## src/rtl/onoff_vc_buffer.sv

```systemverilog
// Per-VC input buffer with on/off (credit-free) flow control toward upstream.
// Each VC is an independent circular FIFO with a hysteresis ON/OFF state machine.
module onoff_vc_buffer #(
  parameter int VC_NUM        = 2,
  parameter int BUFFER_DEPTH  = 8,
  parameter int FLIT_WIDTH    = 32,
  parameter int OFF_THRESHOLD = 6,
  parameter int ON_THRESHOLD  = 2,
  localparam int VC_W         = (VC_NUM > 1) ? $clog2(VC_NUM) : 1
) (
  input  logic                  clk,
  input  logic                  rst,
  input  logic                  valid_i,
  input  logic [VC_W-1:0]       vc_id_i,
  input  logic [FLIT_WIDTH-1:0] flit_i,
  input  logic                  read_en_i,
  input  logic [VC_W-1:0]       read_vc_i,
  output logic [FLIT_WIDTH-1:0] flit_o,
  output logic                  flit_valid_o,
  output logic [VC_NUM-1:0]     on_off_o,
  output logic [VC_NUM-1:0]     empty_o,
  output logic                  overflow_o
);

  localparam int PTR_W = (BUFFER_DEPTH > 1) ? $clog2(BUFFER_DEPTH) : 1;
  localparam int CNT_W = $clog2(BUFFER_DEPTH + 1);

  localparam logic [CNT_W-1:0] FULL_CNT = CNT_W'(BUFFER_DEPTH);
  localparam logic [CNT_W-1:0] OFF_CNT  = CNT_W'(OFF_THRESHOLD);
  localparam logic [CNT_W-1:0] ON_CNT   = CNT_W'(ON_THRESHOLD);
  localparam logic [PTR_W-1:0] LAST_PTR = PTR_W'(BUFFER_DEPTH - 1);

  if (!(ON_THRESHOLD >= 0 && ON_THRESHOLD < OFF_THRESHOLD && OFF_THRESHOLD <= BUFFER_DEPTH))
  begin : g_paramCheck
    $error("onoff_vc_buffer: thresholds must satisfy 0 <= ON < OFF <= BUFFER_DEPTH");
  end

  typedef enum logic {
    ST_ON  = 1'b0,
    ST_OFF = 1'b1
  } fcState_t;

  logic [FLIT_WIDTH-1:0] r_mem       [VC_NUM][BUFFER_DEPTH];
  logic [PTR_W-1:0]      r_wrPtr     [VC_NUM];
  logic [PTR_W-1:0]      r_rdPtr     [VC_NUM];
  logic [CNT_W-1:0]      r_cnt       [VC_NUM];
  logic [CNT_W-1:0]      w_cntNext   [VC_NUM];
  fcState_t              r_state     [VC_NUM];
  fcState_t              w_stateNext [VC_NUM];
  logic [VC_NUM-1:0]     w_wrEn;
  logic [VC_NUM-1:0]     w_rdEn;
  logic                  w_drop;
  logic                  r_overflow;

  // Fullness is judged on the current count, so a same-cycle pop never frees room for a write.
  always_comb begin
    w_wrEn = '0;
    w_rdEn = '0;
    w_drop = 1'b0;
    for (int v = 0; v < VC_NUM; v++) begin
      w_cntNext[v] = r_cnt[v];
      if (valid_i && (vc_id_i == VC_W'(v))) begin
        if (r_cnt[v] == FULL_CNT) begin
          w_drop = 1'b1;
        end else begin
          w_wrEn[v] = 1'b1;
        end
      end
      if (read_en_i && (read_vc_i == VC_W'(v)) && (r_cnt[v] != '0)) begin
        w_rdEn[v] = 1'b1;
      end
      if (w_wrEn[v] && !w_rdEn[v]) begin
        w_cntNext[v] = r_cnt[v] + CNT_W'(1);
      end else if (!w_wrEn[v] && w_rdEn[v]) begin
        w_cntNext[v] = r_cnt[v] - CNT_W'(1);
      end
    end
  end

  always_comb begin
    for (int v = 0; v < VC_NUM; v++) begin
      w_stateNext[v] = r_state[v];
      case (r_state[v])
        ST_ON:   if (w_cntNext[v] >= OFF_CNT) w_stateNext[v] = ST_OFF;
        ST_OFF:  if (w_cntNext[v] <= ON_CNT)  w_stateNext[v] = ST_ON;
        default: w_stateNext[v] = ST_ON;
      endcase
    end
  end

  always_ff @(posedge clk or negedge rst) begin
    if (!rst) begin
      for (int v = 0; v < VC_NUM; v++) begin
        r_wrPtr[v] <= '0;
        r_rdPtr[v] <= '0;
        r_cnt[v]   <= '0;
        r_state[v] <= ST_ON;
      end
      r_overflow <= 1'b0;
    end else begin
      for (int v = 0; v < VC_NUM; v++) begin
        if (w_wrEn[v]) begin
          r_wrPtr[v] <= (r_wrPtr[v] == LAST_PTR) ? '0 : r_wrPtr[v] + PTR_W'(1);
        end
        if (w_rdEn[v]) begin
          r_rdPtr[v] <= (r_rdPtr[v] == LAST_PTR) ? '0 : r_rdPtr[v] + PTR_W'(1);
        end
        r_cnt[v]   <= w_cntNext[v];
        r_state[v] <= w_stateNext[v];
      end
      if (w_drop) begin
        r_overflow <= 1'b1;
      end
    end
  end

  // Storage carries no reset; contents are only observable through a nonzero count.
  always_ff @(posedge clk) begin
    for (int v = 0; v < VC_NUM; v++) begin
      if (w_wrEn[v]) begin
        r_mem[v][r_wrPtr[v]] <= flit_i;
      end
    end
  end

  always_comb begin
    for (int v = 0; v < VC_NUM; v++) begin
      on_off_o[v] = (r_state[v] == ST_ON);
      empty_o[v]  = (r_cnt[v] == '0);
    end
  end

  assign flit_o       = r_mem[read_vc_i][r_rdPtr[read_vc_i]];
  assign flit_valid_o = (r_cnt[read_vc_i] != '0);
  assign overflow_o   = r_overflow;

endmodule

```

## config.mk

```make
export PLATFORM = sky130hd
export DESIGN_NAME = onoff_vc_buffer
export DESIGN_NICKNAME = d
export VERILOG_FILES = /design/src/rtl/onoff_vc_buffer.sv
export SDC_FILE = /design/constraint.sdc
export NUM_CORES = 1
export LEC_CHECK = 0
export BUFFER_PORTS_ARGS = -buffer_cell sky130_fd_sc_hd__buf_2
export CORE_AREA = 2 2 197 199
export DETAILED_ROUTE_END_ITERATION = 12
export DIE_AREA = 0 0 199 201
export HOLD_SLACK_MARGIN = 0.1
export PLACE_DENSITY = 0.75
export SYNTH_ARGS = -nofsm -noshare
export SYNTH_HDL_FRONTEND = slang
export SYNTH_SLANG_ARGS = --single-unit
```

## constraint.sdc

```tcl
create_clock -name clk -period 5 [get_ports clk]
set_input_delay 1.25 -clock clk [delete_from_list [all_inputs] [get_ports clk]]
set_output_delay 1.25 -clock clk [all_outputs]
set_load 0.01 [all_outputs]
```

# [Word-level counts from Yosys, hierarchy flattened]
# Memories as Yosys holds them, arrays and structs flattened.
# Index checks and enable logic that the tools add are counted.
[totals] out_inout_bits=38 inputBits=38 wordCells=108 ff_bits=23 mem_bits_rw=512 mem_count=1
[memory_table] memory="r_mem" words=2 width=256 read_ports=1 rd_ports_with_merged_regs=0 write_ports=1 line_no="43" source="logic [FLIT_WIDTH-1:0] r_mem [VC_NUM][BUFFER_DEPTH];"
[op_classes] n_mux=44 addsub=8 n_eq_ne=6 n_lt_le_gt_ge=10 n_bitwise=8 reduce_logical=22
[op_table] cell="2-to-1 mux 256 bit" n=4
[op_table] cell="OR reduction 256 bit" n=1
[op_table] cell="demux 32 bit (select 3 bit)" n=2
[op_table] cell="2-to-1 mux 32 bit" n=4
[op_table] cell="binary-select mux 32 bit (select 3 bit)" n=1
[op_table] cell="2-to-1 mux 4 bit" n=7
[op_table] cell="2-to-1 mux 3 bit" n=7
[op_table] cell="2-to-1 mux 1 bit" n=17
[op_table] cell="adder 3 x 1 -> 3 bit, second input constant" n=4
[op_table] cell="== test 3 bit, second input constant" n=4
[op_table] cell=">= comparator 4 bit, second input constant" n=3
[op_table] cell="logical AND 1 bit" n=12
[op_table] cell="NOT 3 -> 4 bit" n=3
[op_table] cell="nonzero test 4 bit" n=3
[op_table] cell="adder 4 x 1 -> 4 bit, second input constant" n=2
[op_table] cell="== test 4 bit, second input constant" n=2
[op_table] cell=">= comparator 4 x 3 -> 1 bit, second input constant" n=2
[op_table] cell="less-or-equal comparator 4 x 2 -> 1 bit, second input constant" n=2
[op_table] cell="zero test 4 bit" n=2
[op_table] cell="< comparator 4 x 1 -> 1 bit, second input constant" n=2
[op_table] cell="subtractor 4 x 1 -> 4 bit, second input constant" n=2
[op_table] cell="zero test 1 bit" n=4
[op_table] cell="NOT 1 bit" n=4
[op_table] cell="case mux 1 bit (2 select lines)" n=2
[op_table] cell="other kinds (2)" n=2

# [Logic depth before layout (Yosys ltp)]
# Gate-level depths: netlist of the first run.
[depth] depth_word=10 ltp_mapped=8 mapped_depth_nobuf=8

# [Worst setup path before layout of the first run]
# No wires, ideal clock.
[synth_timing] path_kind="in2reg" start="input port vc_id_i" end="memory r_mem[1][224] in the netlist's numbering, enable pin" slack_ns=-0.406 t_arrival_ns=4.903 required_ns=4.498 cell_stages=3 path_cell_list="clkbuf_1 > nand3_1 > nor4_1"
[synth_between] elab_chain_cells=6 elab_cells_between_ends=12 classes_between="8 x mux; 1 x bitwise; 3 x reduce/logical"
[synth_rtl] element="from (decl)" line_no="14" source="input logic [VC_W-1:0] vc_id_i,"
[synth_rtl] element="logical AND 1 bit / NOT 1 bit (equally long branches)" line_no="62" source="if (valid_i && (vc_id_i == VC_W'(v))) begin"
[synth_rtl] element="2-to-1 mux 1 bit / logical AND 1 bit (equally long branches)" line_no="62"
[synth_rtl] element="2-to-1 mux 1 bit, on equally long branches" line_no="120, 62"
[synth_rtl] element="2-to-1 mux 256 bit (not written as such) / 2-to-1 mux 1 bit (equally long branches)" line_no="121, 120"
[synth_rtl] element="OR reduction 256 bit (no line) / 2-to-1 mux 256 bit (equally long branches)"
[synth_rtl] element="2-to-1 mux 1 bit (no line) / 2-to-1 mux 256 bit (equally long branches)"
[synth_rtl] element="to (decl)" line_no="43"
# Parallel ways exist; a longest one is shown, timed or not.

# [Worst setup path after layout of the first run]
[layout_timing] start="input port read_vc_i" end="output port flit_o[2]"
[layout_between] elab_chain_cells=8 elab_cells_between_ends=9 classes_between="6 x mux; 2 x bitwise; 1 x memory"
[layout_rtl] element="from (decl)" line_no="17" source="input logic [VC_W-1:0] read_vc_i,"
[layout_rtl] element="NOT 1 -> 2 bit (not written as such)" line_no="133" source="assign flit_o = r_mem[read_vc_i][r_rdPtr[read_vc_i]];"
[layout_rtl] element="2-to-1 mux 3 bit (not written as such) (3 in a row)" line_no="133"
[layout_rtl] element="NOT 3 -> 4 bit (not written as such)" line_no="133"
[layout_rtl] element="binary-select mux 32 bit (select 3 bit) *" line_no="133"
[layout_rtl] element="2-to-1 mux 32 bit (not written as such) * (2 in a row)" line_no="133"
[layout_rtl] element="to (decl)" line_no="18" source="output logic [FLIT_WIDTH-1:0] flit_o,"
# Every way passes the cells marked *; elsewhere a longest branch is shown, timed or not. The select of a mux whose other input is x is not followed.

==> results.toml, run 1 <==
[timing]
tns_ns = 0
maxSlewViolCount = 0
finalSetupViolations = 0
min_period_ns = 4.489
max_slew.worst_pin.slew_ns = 0.8914
clock-skew-final_ns = 0.01473
hold_viol_final = 0
max_slew_margin_pct = 40.43
fmax_mhz = 222.8
period_share_pct = 89.78
rsz0062_at_grt = "false"

[logic_synthesis]
seq_area_frac_synth_pct = 77.13
synth_flop_cell = "edfxtp_1"
syn_area_sq_um = 20680
ys.warnings.count = 0
synthArstFlopShare_pct = 4.299
synth_edf_count = 512
syn_area_per_cell_sq_um = 24.27
synthDistinctLibCells = 42
synth_nets = 902
syn_inst = 852
ys_ff_latch = 535

[drt]
viasPerCell = 6.282
dr.pass1.iters = 5
drtIter0Drc = 1061
ant_nets = 0
num_vias = 9705
wl_mm = 44.78
routedWlPerCell_um = 28.98
drc = 0

[placement]
place_area_sq_um = 22020
post-dp-hpwl_mm = 22.38
place.gp.congestion = 0.7106
portBuffers = 75

[final_layout]
drive_gt1_share_pct = 37.76
fin_nets = 1033
final_cell_area_sq_um = 23760
syn2layout_area_growth_pct = 14.89

[worst_setup_path]
cp_cell_sequence = "buf_4, mux2i_4, buf_12, buf_12, mux4_2, mux4_2, buf_2"
cp.required_ns = 3.75
crit_arrival_ns = 3.24
startpoint_type = "input port"
critical_path_buf_inv_count = 4
cp_top_family = "multiplexers"
max_stage_delay_ns = 0.54
crit_fanout = 40
path_class = "input port to primary output"
crit_slowest_cell = "mux4_2"
endpoint_kind = "primary output"

[floorplan]
core_sq_um = 38110
num_rows = 72
die-width_um = 199
dieArea_sq_um = 40000
dieHeight_um = 201
ios = 76
initial_core_util_pct = 54.27

[cts]
numCtsBuffers = 51
cts_tree = "done"
clockBufferDepth = 3
clock_sink_count = 535
post_cts_buffers = 0
h-tree-depth = 2
root_buffer = "clkbuf_16"
clk_latency_ns = 0.57
cts_hold_buf = 0
cts.repair.resized = 0
cts.clk_slew.worst_paths_ns = 0.06

[power_and_ir_drop]
p_clk_share_pct = 30.0
ir_worst_vdd_v = 0.0003574
p_int_mw = 9.507
comb_power_share_pct = 26.6
total_leakage_power_nw = 7.703
power.density_nw_per_um2 = 554.0
seqPwrFrac_pct = 43.4
p_sw_share_pct = 27.78
switchingPower_mw = 3.657

[global_routing]
grt-ovfl-total = 0
grt_pass1_vias = 10190
grt_usage_pct = 23.25
grt_max_degree = 41
grt_pass1_wl_mm = 66.32
grt_antenna_before_repair = 5

[worst_hold_path]
hp-class = "flop to flop"

[status]
status = "completed"

[run]
max-cap-violations = 0
==> cells in the mapped netlist (2+ instances only) <==
library cell	number	area share, %
xnor2_1	5	0.21
nand2b_1	8	0.24
buf_6	2	0.11
and3_1	2	0.060
buf_2	25	0.60
nand3_1	2	0.048
edfxtp_1	512	74
nor3_1	12	0.29
nor2_1	16	0.29
mux4_2	160	17
mux2i_1	5	0.24
o32ai_1	3	0.13
a21o_1	3	0.11
nor4_1	2	0.060
ha_1	12	0.73
a22oi_1	2	0.073
nor2b_1	2	0.060
buf_4	8	0.29
inv_1	8	0.15
a22oi_2	2	0.12
nand2_1	9	0.16
dfrtp_1	23	2.8
mux2_2	9	0.49
o21ai_1	2	0.048
==> cell families (layout without fill, tap and decap cells) <==
kind of cell,count (synthesis),after routing,share of synthesized area [%]
buffers and inverters,44,217,1.168
and+or+nand+nor,60,60,1.567
AOI/OAI and AO/OA,21,21,0.9680
DFF,535,535,77.13
xor gates and xnor gates,6,6,0.2904
adders and majority gates,12,12,0.7260
other,0,2,0
muxes,174,174,18.16
==> power by group through the flow <==
stage	registers (mW)	clock network (mW)	logic, mW
2_1_floorplan	5.59	0	2.54
3_3_place_gp	5.78	0	3.45
3_5_place_dp	5.80	0	3.50
4_1_cts	5.72	4.01	3.54
5_1_grt	5.76	4.17	3.70
6_report	5.71	3.95	3.50
==> worst paths after layout <==
path                                 start            end  slack [ns]  cells past startpoint
worst min-delay path            overflow_o     overflow_o        0.47                      1
worst max-delay path             read_vc_i      flit_o[2]        0.51                      7
worst min register to register  overflow_o     overflow_o        0.47                      1
min in group asynchronous              rst       r_cnt[5]        0.66                      1
max in group asynchronous              rst     r_rdPtr[3]        3.94                      1
worst max register to register    r_cnt[4]  r_mem[0][148]        2.20                      6
==> layout by cell type, fill, tap and decap left out, drive strengths merged, types with 3 or more instances in the layout <==
master	instances
nand2b	8
clkinvlp	3
a21o	3
nor2	16
mux4	160
mux2i	5
clkbuf	64
bufinv	8
nor3	12
xnor2	6
clkinv	19
o21ai	3
edfxtp	512
nand2	9
mux2	9
buf	114
inv	9
ha	12
dfrtp	23
o32ai	3
a22oi	4
==> registers in the layout, summed over array words and instances, names as in the netlist <==
register and cells:
overflow_o 1, r_cnt 8, r_mem 512, r_rdPtr 6
r_state 2, r_wrPtr 6
==> area by class of cell <==
| class | count | area [sq um] |
|---|---|---|
| sequential | 535 | 15960 |
| fill | 2439 | 14350 |
| multi-input combinational | 273 | 4629 |
| clock buffer | 64 | 1368 |
| timing repair buffer | 114 | 758.2 |
| tap | 518 | 648.1 |
| clock inverter | 31 | 365.4 |
| inverter | 8 | 30.03 |
| antenna | 2 | 5.005 |
==> per-stage QoR <==
| stage | utilization (%) | power (mW) | worst slack [ns] | instances | hold slack (ns) |
|---|---|---|---|---|---|
| floorplan | - | 8.121 | 0.4433 | 852 | 0.4715 |
| global route | 62.36 | 13.64 | 0.4924 | 1545 | 0.5065 |
| finish | 62.36 | 13.16 | 0.5111 | 1545 | 0.4676 |
| global placement | 57.79 | 9.229 | 0.5438 | 1448 | 0.4438 |
| detailed placement | 57.79 | 9.303 | 0.5500 | 1448 | 0.4503 |
| CTS | 62.34 | 13.27 | 0.5435 | 1543 | 0.4699 |
==> per-layer routing <==
layer / vias up / wire length (um) / GRT usage [%]
met1: 5153 / 17360 / 32.85
met3: 96 / 3830 / 4.940
met4: 6 / 1148 / 6.583
met5: - / 36 / 0
li1: 3929 / - / -
met2: 521 / 22410 / 37.31
Note: power is estimated with default switching activity, not from simulation.
==> run 2, diff against run 1 <==
--- a/config.mk
+++ b/config.mk
@@ -5,12 +5,15 @@
 export SDC_FILE = /design/constraint.sdc
 export NUM_CORES = 1
 export LEC_CHECK = 0
+export ABC_AREA = 1
 export BUFFER_PORTS_ARGS = -buffer_cell sky130_fd_sc_hd__buf_2
-export CORE_AREA = 2 2 197 199
+export CAP_MARGIN = 20
+export CORE_AREA = 2 2 200 202
 export DETAILED_ROUTE_END_ITERATION = 12
-export DIE_AREA = 0 0 199 201
+export DIE_AREA = 0 0 202 204
 export HOLD_SLACK_MARGIN = 0.1
 export PLACE_DENSITY = 0.75
+export SKIP_LAST_GASP = 1
 export SYNTH_ARGS = -nofsm -noshare
 export SYNTH_HDL_FRONTEND = slang
 export SYNTH_SLANG_ARGS = --single-unit
==> run 2 against run 1 <==
Against the previous run:
- first-iteration DRC count increased by 52%
- clock-buffer cell count decreased by 4
- via count increased by 48%
- core utilization increased by 0.13 points
- worst setup slack got worse by 0.050 ns
- register-to-register slack got worse by 0.18 ns
- critical path type unchanged
==> results.toml, run 2 <==
[status]
status = "completed"

[global_routing]
grt_max_degree = 129
grt_pass1_vias = 13930
grt_pass1_wl_mm = 78.09
grt_usage_pct = 24.70
grt_antenna_before_repair = 5
grt-ovfl-total = 0

[floorplan]
core_sq_um = 39180
die-width_um = 202
dieArea_sq_um = 41210
initial_core_util_pct = 55.23
ios = 76
num_rows = 73
dieHeight_um = 204

[logic_synthesis]
synth.area.top_cells = "edfxtp_1 (71%), nand2_1 (11%), nand3_1 (7.2%)"
synth_compound_area_share_pct = 3.926
synth_common_cells = "nand2_1 (623), edfxtp_1 (512), nand3_1 (310)"
syn_area_sq_um = 21640
synth_top_family_by_area = "simple AND/OR/NAND/NOR gates"
yosys-mux-area-fraction_pct = 0
syn_inst = 1800
synthArstFlopShare_pct = 4.299
synthDistinctLibCells = 26
syn_area_per_cell_sq_um = 12.02
synth_edf_count = 512
synthXorXnorAreaFrac_pct = 0.04047
synth.most_common_cell = "nand2_1"
synth_nets = 1850
ys_ff_latch = 535
synth-simple-area-share_pct = 18.61
synth_flop_cell = "edfxtp_1"
ys.warnings.count = 0
synth_top_area_cell = "edfxtp_1"
synth.top_cell.area_share_pct = 71.05
seq_area_frac_synth_pct = 73.70
yosys.area_share.adder_pct = 0.6938

[worst_setup_path]
endpoint_kind = "primary output"
crit_fanout = 128
worstRegToRegCells = 8
startpoint_type = "input port"
path_class = "input port to primary output"
crit_arrival_ns = 3.29
cp.required_ns = 3.75

[final_layout]
syn2layout_area_growth_pct = 13.15
fin_nets = 1914
final_cell_mix = "nand2_1 (622), edfxtp_1 (512), nand3_1 (310), buf_2 (74), a21oi_1 (67)"
drive_gt1_share_pct = 11.64
final_common_cell = "nand2_1"
utilization_pct = 62.49
final_cell_area_sq_um = 24490
fillCellCount = 2848
largest_register_ffs = 512

[drt]
dr.pass1.iters = 5
num_vias = 14320
drtIter0Drc = 1608
drc = 0
routedWlPerCell_um = 20.65
viasPerCell = 5.879
wl_mm = 50.29
ant_nets = 0

[timing]
fmax_mhz = 220.3
tns_ns = 0
hold_viol_final = 0
maxSlewViolCount = 0
clock-skew-final_ns = 0.01967
max_slew.worst_pin.slew_ns = 1.053
finalSetupViolations = 0
rsz0062_at_grt = "false"
period_share_pct = 90.78
holdWs_ns = 0.4796
min_period_ns = 4.539
max_slew_margin_pct = 29.60

[run]
max-cap-violations = 0

[placement]
portBuffers = 75
place_area_sq_um = 22730
place.gp.congestion = 0.7784
post-dp-hpwl_mm = 26.18

[cts]
cts.repair.resized = 0
h-tree-depth = 2
cts.clk_slew.worst_paths_ns = 0.06
clockBufferDepth = 3
cts_hold_buf = 0
root_buffer = "clkbuf_16"
cts_tree = "done"
post_cts_buffers = 0
clk_latency_ns = 0.61
numCtsBuffers = 52
clock_sink_count = 535

[power_and_ir_drop]
fin_total_pwr_mw = 12.38
ir_worst_vdd_v = 0.0004095
power.density_nw_per_um2 = 505.6
total_leakage_power_nw = 8.876

[worst_hold_path]
hp-class = "flop to flop"
holdPathStages = 2
run 2: changes by cell type after synthesis, sizes merged, moves of 28 or more:
cell / previous run / this run
nand2: 9 / 626
a21oi: 1 / 69
clkbuf: 1 / 29
a31oi: 1 / 64
nand3: 2 / 310
mux4: 160 / 0
buf: 35 / 75
inv: 8 / 37
run 2: final timing paths:
kind / start / to / slack [ns]
setup / recovery: read_vc_i / flit_o[7] / 0.46
hold / removal: r_state[1] / r_state[1] / 0.48
setup reg to reg: r_cnt[4] / r_mem[0][206] / 2.02
hold reg to reg: r_state[1] / r_state[1] / 0.48
max in group asynchronous: rst / r_cnt[5] / 4.01
min in group asynchronous: rst / r_state[0] / 0.63
run 2: cells by family (layout without fill, tap and decap cells):
family,Yosys count,count (layout)
fa+ha+maj,12,12
xor+xnor,1,1
other cells,0,2
buf+inv,141,249
compound gates,146,146
simple gates,965,965
flops,535,535
run 2: metal layers:
layer | track usage, % | vias up | wire [um]
li1 | - | 6519 | -
met3 | 4.831 | 120 | 4292
met2 | 41.03 | 703 | 24360
met5 | 0 | - | 41
met4 | 10.01 | 6 | 1736
met1 | 32.27 | 6967 | 19860
run 2: power breakdown:
| part | switching [mW] | internal [mW] |
|---|---|---|
| Sequential | 0.146 | 5.30 |
| Clock | 1.67 | 2.34 |
| Combinational | 2.02 | 0.905 |
run 2: cell type report:
cell class | instances | area [sq um] | area share [%]
Timing Repair Buffer | 114 | 802.0 | 3.275
Tap cell | 525 | 656.9 | 2.683
Clock buffer | 60 | 1331 | 5.437
Inverter | 37 | 146.4 | 0.5979
Multi-Input combinational cell | 1124 | 5172 | 21.12
Sequential cell | 535 | 15950 | 65.14
Clock inverter | 38 | 421.7 | 1.722
Antenna cell | 2 | 5.005 | 0.02044
run 2: per-stage QoR:
stage,setup WS [ns],instances
finish,0.4610,2435
floorplan,1.414,1800
detailed placement,0.5491,2335
global placement,0.5642,2335
global route,0.3583,2435
CTS,0.5364,2433
run 2: worst max-delay path: stages:
cell,delay (ns)
clkbuf_8,0.30
nand2_1,0.16
o21ai_4,0.12
buf_12,0.44
nand3_1,0.23
nand3_1,0.16
nand2_1,0.06
a21oi_1,0.13
a21oi_1,0.06
buf_2,0.14
==> run 3, diff against run 2 <==
--- a/config.mk
+++ b/config.mk
@@ -8,11 +8,11 @@
 export ABC_AREA = 1
 export BUFFER_PORTS_ARGS = -buffer_cell sky130_fd_sc_hd__buf_2
 export CAP_MARGIN = 20
-export CORE_AREA = 2 2 200 202
+export CORE_AREA = 2 2 190 192
 export DETAILED_ROUTE_END_ITERATION = 12
-export DIE_AREA = 0 0 202 204
+export DIE_AREA = 0 0 192 194
 export HOLD_SLACK_MARGIN = 0.1
-export PLACE_DENSITY = 0.75
+export PLACE_DENSITY = 0.79
 export SKIP_LAST_GASP = 1
 export SYNTH_ARGS = -nofsm -noshare
 export SYNTH_HDL_FRONTEND = slang
==> constraint.sdc (replaced) <==
create_clock -name clk -period 4.25 [get_ports clk]
set_input_delay 1.0625 -clock clk [delete_from_list [all_inputs] [get_ports clk]]
set_output_delay 1.0625 -clock clk [all_outputs]
set_load 0.01 [all_outputs]
==> run 3 against run 2 <==
Against the previous run:
- first-iteration DRC count is 3.9% higher
- clock-buffer cell count grew 6
- non-clock buffer count is 3 higher
- sequential share of layout area up 0.47 points
- final cell count down 2.6%
- sequential power rose by 18%
- clock skew decreased by 0.0021 ns
- combinational power rose by 19%
- global-route usage is 3.5 points higher
- critical endpoint is now flit_o[26]
- largest cell class unchanged
- largest power group unchanged
- highest routed layer unchanged
==> results.toml, run 3 (same netlist as run 2, synthesis figures left out) <==
[floorplan]
core_sq_um = 35220
die-width_um = 192
num_rows = 69
initial_core_util_pct = 61.44
dieHeight_um = 194
dieArea_sq_um = 37250
ios = 76

[timing]
min_period_ns = 3.876
max_slew.worst_pin.slew_ns = 0.7642
clock-skew-final_ns = 0.01760
hold_viol_final = 0
maxSlewViolCount = 0
fin_ws_ns = 0.3736
fmax_mhz = 258.0
max_slew_margin_pct = 49.05
holdWs_ns = 0.4632
rsz0062_at_grt = "false"
finalSetupViolations = 0
period_share_pct = 91.21
tns_ns = 0

[drt]
ant_nets = 0
viasPerCell = 6.128
num_vias = 14540
drtIter0Drc = 1670
drc = 0
drt-met1-wl_mm = 19.65
routedWlPerCell_um = 22.00
top_layer_used = "met5"
dr.pass1.iters = 7
wl_met2_mm = 25.80
wl_met3_mm = 4.684
wl_mm = 52.18

[worst_setup_path]
startpoint_type = "input port"
crit_fanout = 128
timing.rr.start = "r_cnt[0]"
path_class = "input port to primary output"
r2r-end = "r_mem[1][140]"
crit_arrival_ns = 2.81
cp.required_ns = 3.19
endpoint_kind = "primary output"
ff2ff_setup_slack_ns = 1.53
worstRegToRegCells = 8
max_stage_delay_ns = 0.53
cp_cell_sequence = "clkbuf_8, o21ai_4, buf_12, nand3_1, nand3_1, nand2_1, a21oi_1, a21oi_1, buf_2"
crit_slowest_cell = "buf_12"

[power_and_ir_drop]
ir_worst_vdd_v = 0.0004649
power.density_nw_per_um2 = 590.4
total_leakage_power_nw = 8.829

[cts]
clockBufferDepth = 3
cts_hold_buf = 0
cts.clk_slew.worst_paths_ns = 0.06
post_cts_buffers = 0
cts.repair.resized = 0
cts_tree = "done"
numCtsBuffers = 51
h-tree-depth = 2
clk_latency_ns = 0.58
root_buffer = "clkbuf_16"
clock_sink_count = 535

[placement]
placed_cells = 2274
pre_cts_slack_ns = 0.4070
place.gp.congestion = 0.7708
portBuffers = 75
post-dp-hpwl_mm = 25.35
place_area_sq_um = 22670

[status]
status = "completed"

[final_layout]
final_cell_area_sq_um = 24310
drive_gt1_share_pct = 11.32
syn2layout_area_growth_pct = 12.34
final_cell_mix = "nand2_1 (622), edfxtp_1 (512), nand3_1 (310), buf_2 (74), a21oi_1 (67)"
fin_nets = 1916
fillCellCount = 2326
multi_input_area_sq_um = 5172
seq_area_sq_um = 15950
final_cells = 2372
final_common_cell = "nand2_1"
largest_register_ffs = 512

[global_routing]
grt_antenna_before_repair = 4
grt-ovfl-total = 0
grt_usage_pct = 28.19
grt_max_degree = 129
grt_pass1_wl_mm = 79.18
grt_pass1_vias = 14460

[run]
max-cap-violations = 0

[worst_hold_path]
hp-class = "input port to asynchronous set/reset pin"
run 3: how the worst max path moves through the flow:
stage	start	to	slack, ns	cells past startpoint
after CTS	read_vc_i	flit_o[26]	0.39	9
after floorplan	valid_i	r_mem[0][100]	0.85	5
after global placement	read_vc_i	flit_o[26]	0.47	9
after global routing	read_vc_i	flit_o[26]	0.22	10
final	read_vc_i	flit_o[26]	0.37	9
after detailed placement	read_vc_i	flit_o[26]	0.41	9
run 3: through the flow:
stage | power (mW) | utilization, %
3_5_place_dp | 9.929 | 64.36
4_1_cts | 14.35 | 69.00
3_3_place_gp | 9.810 | 64.36
6_report | 14.35 | 69.02
2_1_floorplan | 8.603 | -
5_1_grt | 14.93 | 69.00
run 3: worst max-delay path: cells and delay by family:
kind	cells	cell delay (ns)
buf+inv	3	0.85
compound gates	3	0.50
simple gates	3	0.34
run 3: where the power goes:
part	switching, mW	internal (mW)	leakage (nW)
clock network	1.90	2.56	0.795
registers	0.172	6.24	4.90
logic	2.42	1.06	3.14
total	4.49	9.86	8.83
run 3: area by class of cell:
class	instances	area share, %
well taps	461	2.372
diodes	3	0.03088
clock buffers	66	5.610
repair buffers	117	3.391
inverters	37	0.6021
multi-input cells	1124	21.28
clock inverters	29	1.112
flip-flops and latches	535	65.61
run 3: routing by layer:
metal  up-vias  global-route usage, %
met5         -                      0
met4         4                  13.60
met3       160                  4.235
met2       807                  46.62
met1      7046                  36.86
li1       6519                      -
